### config.mk
export PLATFORM = sky130hd
export DESIGN_NAME = valid_grant_scheduler
export DESIGN_NICKNAME = d
export VERILOG_FILES = /design/src/rtl/valid_grant_scheduler.sv
export SDC_FILE = /design/constraint.sdc
export NUM_CORES = 1
export LEC_CHECK = 0
export CAP_MARGIN = 15
export CORE_MARGIN = 4
export CORE_UTILIZATION = 55
export CTS_BUF_LIST = sky130_fd_sc_hd__clkbuf_2 sky130_fd_sc_hd__clkbuf_4 sky130_fd_sc_hd__clkbuf_8
export CTS_CLUSTER_SIZE = 20
export DETAILED_ROUTE_END_ITERATION = 8
export PLACE_DENSITY = 0.9
export SYNTH_ARGS = -nofsm -noshare
export SYNTH_HDL_FRONTEND = slang
export SYNTH_SLANG_ARGS = --single-unit
### constraint.sdc
create_clock -name clk -period 4.74 [get_ports clk]
set_input_delay 0.948 -clock clk [delete_from_list [all_inputs] [get_ports clk]]
set_output_delay 0.948 -clock clk [all_outputs]
set_load 0.03 [all_outputs]
### src/rtl/valid_grant_scheduler.sv
// valid_grant_scheduler: snapshots a request vector on start and grants
// each flagged requester once, round-robin, waiting for ack per grant.
//
// Parameters: N requesters, IW = clog2(N) index width,
//   CW = clog2(N)+1 count width, TIMEOUT ack wait limit in cycles.
// Ports:
//   clk, rst       clock (rising edge), async active-high reset
//   start          begin a run (sampled only when idle)
//   valids [N]     request vector, captured on accepted start
//   ack            current grant served (ignored unless grant_vld)
//   grant [N]      one-hot grant, 0 when grant_vld=0
//   grant_idx [IW] granted index, 0 when grant_vld=0
//   grant_vld      grant outputs valid
//   remaining [CW] requesters still pending in this run
//   busy           high in every state except idle
//   done           one-cycle pulse at the end of a run
//   err_drop       one-cycle pulse when a grant is dropped on timeout
// Option: define SCHED_TIMEOUT_EN to drop a grant after TIMEOUT cycles
//   without ack; otherwise the wait is unbounded and err_drop is 0.
module valid_grant_scheduler #(
  parameter int N       = 16,
  parameter int IW      = 4,
  parameter int CW      = 5,
  parameter int TIMEOUT = 8
) (
  input  logic          clk,
  input  logic          rst,
  input  logic          start,
  input  logic [N-1:0]  valids,
  input  logic          ack,
  output logic [N-1:0]  grant,
  output logic [IW-1:0] grant_idx,
  output logic          grant_vld,
  output logic [CW-1:0] remaining,
  output logic          busy,
  output logic          done,
  output logic          err_drop
);

  if (IW != $clog2(N) || CW != $clog2(N) + 1 || TIMEOUT < 1)
  begin : g_bad_cfg
    $error("valid_grant_scheduler: inconsistent parameters");
  end

  typedef enum logic [1:0] {
    S_IDLE,
    S_GRANT,
    S_WAIT,
    S_DONE
  } state_t;

  state_t        state_q;
  logic [N-1:0]  pend_q;
  logic [IW-1:0] ptr_q;
  logic [N-1:0]  grant_q;
  logic [IW-1:0] idx_q;
  logic          vld_q;
  logic [CW-1:0] rem_q;

  logic [CW-1:0] pop;
  logic [N-1:0]  above;
  logic [N-1:0]  src;
  logic [IW-1:0] pick;
  logic [IW-1:0] ptr_d;
  logic          to_hit;
  logic          retire;

  always_comb begin
    pop = '0;
    for (int i = 0; i < N; i++) begin
      pop = pop + CW'(valids[i]);
    end
  end

  // Search at or above ptr first; wrap to the
  // whole pending set only if nothing is there.
  always_comb begin
    above = '0;
    for (int i = 0; i < N; i++) begin
      above[i] = pend_q[i] && (IW'(i) >= ptr_q);
    end
  end

  assign src = (|above) ? above : pend_q;

  always_comb begin
    pick = '0;
    for (int i = N - 1; i >= 0; i--) begin
      if (src[i]) begin
        pick = IW'(i);
      end
    end
  end

  assign ptr_d = (idx_q == IW'(N - 1)) ? '0
                                       : idx_q + 1'b1;

`ifdef SCHED_TIMEOUT_EN
  localparam int TW = $clog2(TIMEOUT + 1);

  logic [TW-1:0] wcnt_q;
  logic          err_q;

  assign to_hit   = (wcnt_q == TW'(TIMEOUT - 1));
  assign err_drop = err_q;
`else
  assign to_hit   = 1'b0;
  assign err_drop = 1'b0;
`endif

  // A timeout drop retires the grant exactly like an ack.
  assign retire = vld_q && (ack || to_hit);

  always_ff @(posedge clk or posedge rst) begin
    if (rst) begin
      state_q <= S_IDLE;
      pend_q  <= '0;
      ptr_q   <= '0;
      grant_q <= '0;
      idx_q   <= '0;
      vld_q   <= 1'b0;
      rem_q   <= '0;
`ifdef SCHED_TIMEOUT_EN
      wcnt_q  <= '0;
      err_q   <= 1'b0;
`endif
    end else begin
`ifdef SCHED_TIMEOUT_EN
      err_q <= 1'b0;
`endif
      unique case (state_q)
        S_IDLE: begin
          if (start) begin
            pend_q  <= valids;
            rem_q   <= pop;
            state_q <= (pop != '0) ? S_GRANT : S_DONE;
          end
        end
        S_GRANT: begin
          grant_q       <= '0;
          grant_q[pick] <= 1'b1;
          idx_q         <= pick;
          vld_q         <= 1'b1;
`ifdef SCHED_TIMEOUT_EN
          wcnt_q        <= '0;
`endif
          state_q       <= S_WAIT;
        end
        S_WAIT: begin
          if (retire) begin
            pend_q[idx_q] <= 1'b0;
            if (rem_q != '0) begin
              rem_q <= rem_q - CW'(1);
            end
            ptr_q   <= ptr_d;
            vld_q   <= 1'b0;
            grant_q <= '0;
            idx_q   <= '0;
            state_q <= (rem_q == CW'(1)) ? S_DONE
                                         : S_GRANT;
`ifdef SCHED_TIMEOUT_EN
            err_q   <= ~ack;
`endif
          end else begin
`ifdef SCHED_TIMEOUT_EN
            wcnt_q <= wcnt_q + TW'(1);
`endif
          end
        end
        S_DONE: begin
          state_q <= S_IDLE;
        end
        default: begin
          state_q <= S_IDLE;
        end
      endcase
    end
  end

  assign grant     = grant_q;
  assign grant_idx = idx_q;
  assign grant_vld = vld_q;
  assign remaining = rem_q;
  assign busy      = (state_q != S_IDLE);
  assign done      = (state_q == S_DONE);

endmodule

==> flow_summary_export.csv <==
group,metric,value,unit
synth,syn_area,0.00350,mm^2
synth,avgSynthCellArea,8.55,um^2
placed_design,gp_congestion,0.890,
sta,hold-worst-slack,489,ps
synth,ys_async_sr_fraction,1.00,
clock_network,clockRootBuffer,"clkbuf_8",
clock_network,cts-hold-fix-buffers,0,
grt,grt_pass1_wl,15.5,mm
cells_and_area,antennaDiodeCount,0,
synth,yosysMostFrequentCell,"nand2_1",
synth,ys.warnings.count,0,
critical_path,r2r-start,"ptr_q[1]",
synth,ys.flop_type,"dfrtp_1",
placed_design,dp_hpwl,6.89,mm
min_path,min-delay-start,"grant[1]",
critical_path,worstPathCellList,"dlygate4sd2_1, fa_1, inv_1, fa_1, inv_1, fa_1, inv_1, fa_1, inv_1, ha_1, inv_1, fa_1, nor3b_1, a32o_1, o21ai_1, nand3_1",
routing,dr.pass1.iters,5,
die,start_util,0.577,
power,total_power,3140,uW
sta,setup_viol,0,
routing,wl_per_cell,17.2,um
critical_path,startpoint_type,"primary input",
clock_network,clock_latency,310,ps
die,core_area,0.00606,mm^2
min_path,whs_path_depth,2,
synth,synth_edf_count,0,
placed_design,port_buffers,47,
grt,grt_pass1_vias,3296,
routing,viasPerCell,6.31,
grt,track_usage,0.252,
synth,synthTopCellsByArea,"dfrtp_1 (34%), nand2_1 (7.0%), fa_1 (5.7%)",
synth,ys_ff_latch,48,
clock_network,clk_pin_slew,90,ps
grt,grt.overflow.total,0,
sta,min_period_over_period,0.957,
synth,synth_top_area_cell,"dfrtp_1",
cells_and_area,final_util,0.691,
cells_and_area,drive_above_1_share,0.0897,
clock_network,numCtsBuffers,5,
synth,synthesis.nets,450,
synth,synth_cell_types,62,
synth,yosysTopAreaCellShare,0.343,
die,die_h,87.8,um
die,die_w,87.8,um
critical_path,cp.required,4920,ps
cells_and_area,final_net_count,497,
die,fp.dieArea,0.00770,mm^2
routing,dr.first_iter.drc_count,297,
clock_network,cts_setup_buffers,0,
cells_and_area,area_delta_synth_final,19.7,%
clock_network,cts_buffer_depth,2,
clock_network,cts.sinks,48,
grt,antenna_found_initial,0,
run_status,status,"finished, final reports clean",
critical_path,arrival,4710,ps
clock_network,htree_levels,2,
power,ir_drop,452,uV
critical_path,ff2ff_setup_slack,1490,ps
cells_and_area,fillers,467,
cells_and_area,stdcell_area,0.00419,mm^2
die,ios,49,
routing,vias,3356,
sta,relSlewSlack,0.349,
min_path,hold_end,"grant[1]",
placed_design,placed_area,0.00406,mm^2
power,p_leak,0.00185,uW
sta,layout_min_cycle_time,4530,ps
cells_and_area,final_cells,532,
critical_path,cpLargestDelayFamily,"adder cells",
sta,rsz0062_at_grt,"no",
critical_path,worstSetupPathType,"primary input to flop",
power,cellPowerDensity,749,mW/mm^2
clock_network,cts_tree,"built",
critical_path,critPathMaxFanout,2,
routing,ant_nets,0,
synth,yosysSeqAreaShare,0.343,
critical_path,rr_worst_depth,8,
placed_design,dp.cells,524,
critical_path,cpPeakStageDelay,530,ps
min_path,hold_path.class,"flop to flop",
sta,fmax,221,MHz
critical_path,worst_setup_path_end_kind,"flop",
run,cap_violations,0,
routing,drt_wl_total,9.14,mm
sta,hold_viol,0,
critical_path,cp_slowest_cell,"fa_1",
routing,route.detailed.drc,0,
synth,syn_inst,409,
critical_path,path_buf_inv,6,
grt,grt_max_degree,49,
die,num_rows,28,
sta,worst_pin_slew,975,ps
synth,synth.top_cells.by_count,"nand2_1 (65), dfrtp_1 (48), o21ai_0 (34)",
critical_path,r2r-end,"grant[0]",
sta,slew_viol_final,0,
sta,fin_skew,7.39,ps
==> worst max-delay path by stage <==
stage / endpoint / cells after the start / slack (ps) / from
floorplan: state_q[1] / 15 / 300 / valids[11]
global placement: state_q[1] / 16 / -260 / valids[11]
detailed placement: state_q[1] / 16 / -330 / valids[11]
CTS: state_q[1] / 14 / 30 / valids[0]
global route: state_q[1] / 16 / 40 / valids[11]
finish: state_q[1] / 16 / 210 / valids[11]
==> registers in the layout (all words and copies together) (netlist names) <==
signal	flops
ptr_q	4
pend_q	16
grant	16
remaining	5
grant_idx	4
grant_vld	1
state_q	2
==> cell usage in the layout (no fill, tap or decap), types with 2 or more instances in the layout <==
cell type,Yosys,layout
a21boi_0,12,12
a21o_1,4,4
a21oi_1,20,20
a22o_1,10,10
a22oi_1,2,2
a32o_1,5,5
and2_1,2,2
and3_1,2,2
buf_4,1,11
clkbuf_8,0,5
clkdlybuf4s50_1,0,38
dfrtp_1,48,48
dlygate4sd2_1,0,2
dlymetal6s2s_1,0,7
fa_1,10,10
ha_1,11,11
inv_1,30,29
inv_2,1,2
nand2_1,65,65
nand2b_1,3,3
nand3_1,19,19
nand4_1,2,2
nor2_1,25,25
nor2b_1,14,14
nor3_1,6,6
nor3_2,3,3
nor3b_1,3,3
o211ai_1,2,2
o211ai_2,3,3
o21a_1,3,3
o21ai_0,34,33
o21ai_1,10,11
o31ai_1,6,6
or2_2,2,2
or3_1,4,4
xnor2_1,3,3
==> logic make-up (layout without fill, tap and decap cells) <==
family,count (synthesis),after routing,synth area share
AO/OA/AOI/OAI,128,128,0.271
XOR/XNOR,3,3,0.00751
adder cells (fa/ha/maj),22,22,0.0994
buffers and inverters,49,97,0.0576
flip-flops,48,48,0.343
multiplexers,1,1,0.00322
other,1,1,0.00107
AND/OR/NAND/NOR,157,157,0.217
==> worst register-to-register path, stage by stage (launching register included) <==
cell and delay [ps]:
dfrtp_1 750, nand2_2 240, o311ai_4 390, o2111ai_4 220, or3_1 590, a32oi_4 380, or4b_1 190, a21oi_1 100
a32o_1 280
==> where the power goes <==
part           internal (uW)  switching [uW]  leakage (uW)
Sequential               571             312      0.000617
Clock                    156             143     0.0000541
Combinational            784            1170       0.00118
Total                   1510            1630       0.00185
==> cell type report <==
class                   count  area [um^2]  area share
clock buffers               5         68.8      0.0164
clock inverters             3         42.5      0.0102
inverters                  31          116      0.0278
multi-input cells         312         2100       0.501
flip-flops and latches     48         1200       0.287
well taps                  75         93.8      0.0224
repair buffers             58          568       0.136
==> through the flow <==
step,TNS [ps],worst slack [ps]
2_1_floorplan,0,297
4_1_cts,0,28.2
3_3_place_gp,-389,-256
3_5_place_dp,-593,-331
6_report,0,205
5_1_grt,0,39.8
==> routing by layer <==
metal,track usage,routed length (um)
met5,0,0
met4,0.0976,253
met3,0.0452,708
met2,0.407,4520
met1,0.339,3660
==> timing repair <==
| action | CTS | global route |
|---|---|---|
| setup endpoints to repair | 1 | 2 |
| resized for setup | 3 | 7 |
| pin swaps | 1 | 5 |
| hold endpoints to repair | 0 | 0 |
(Power assumes the default switching activity.)
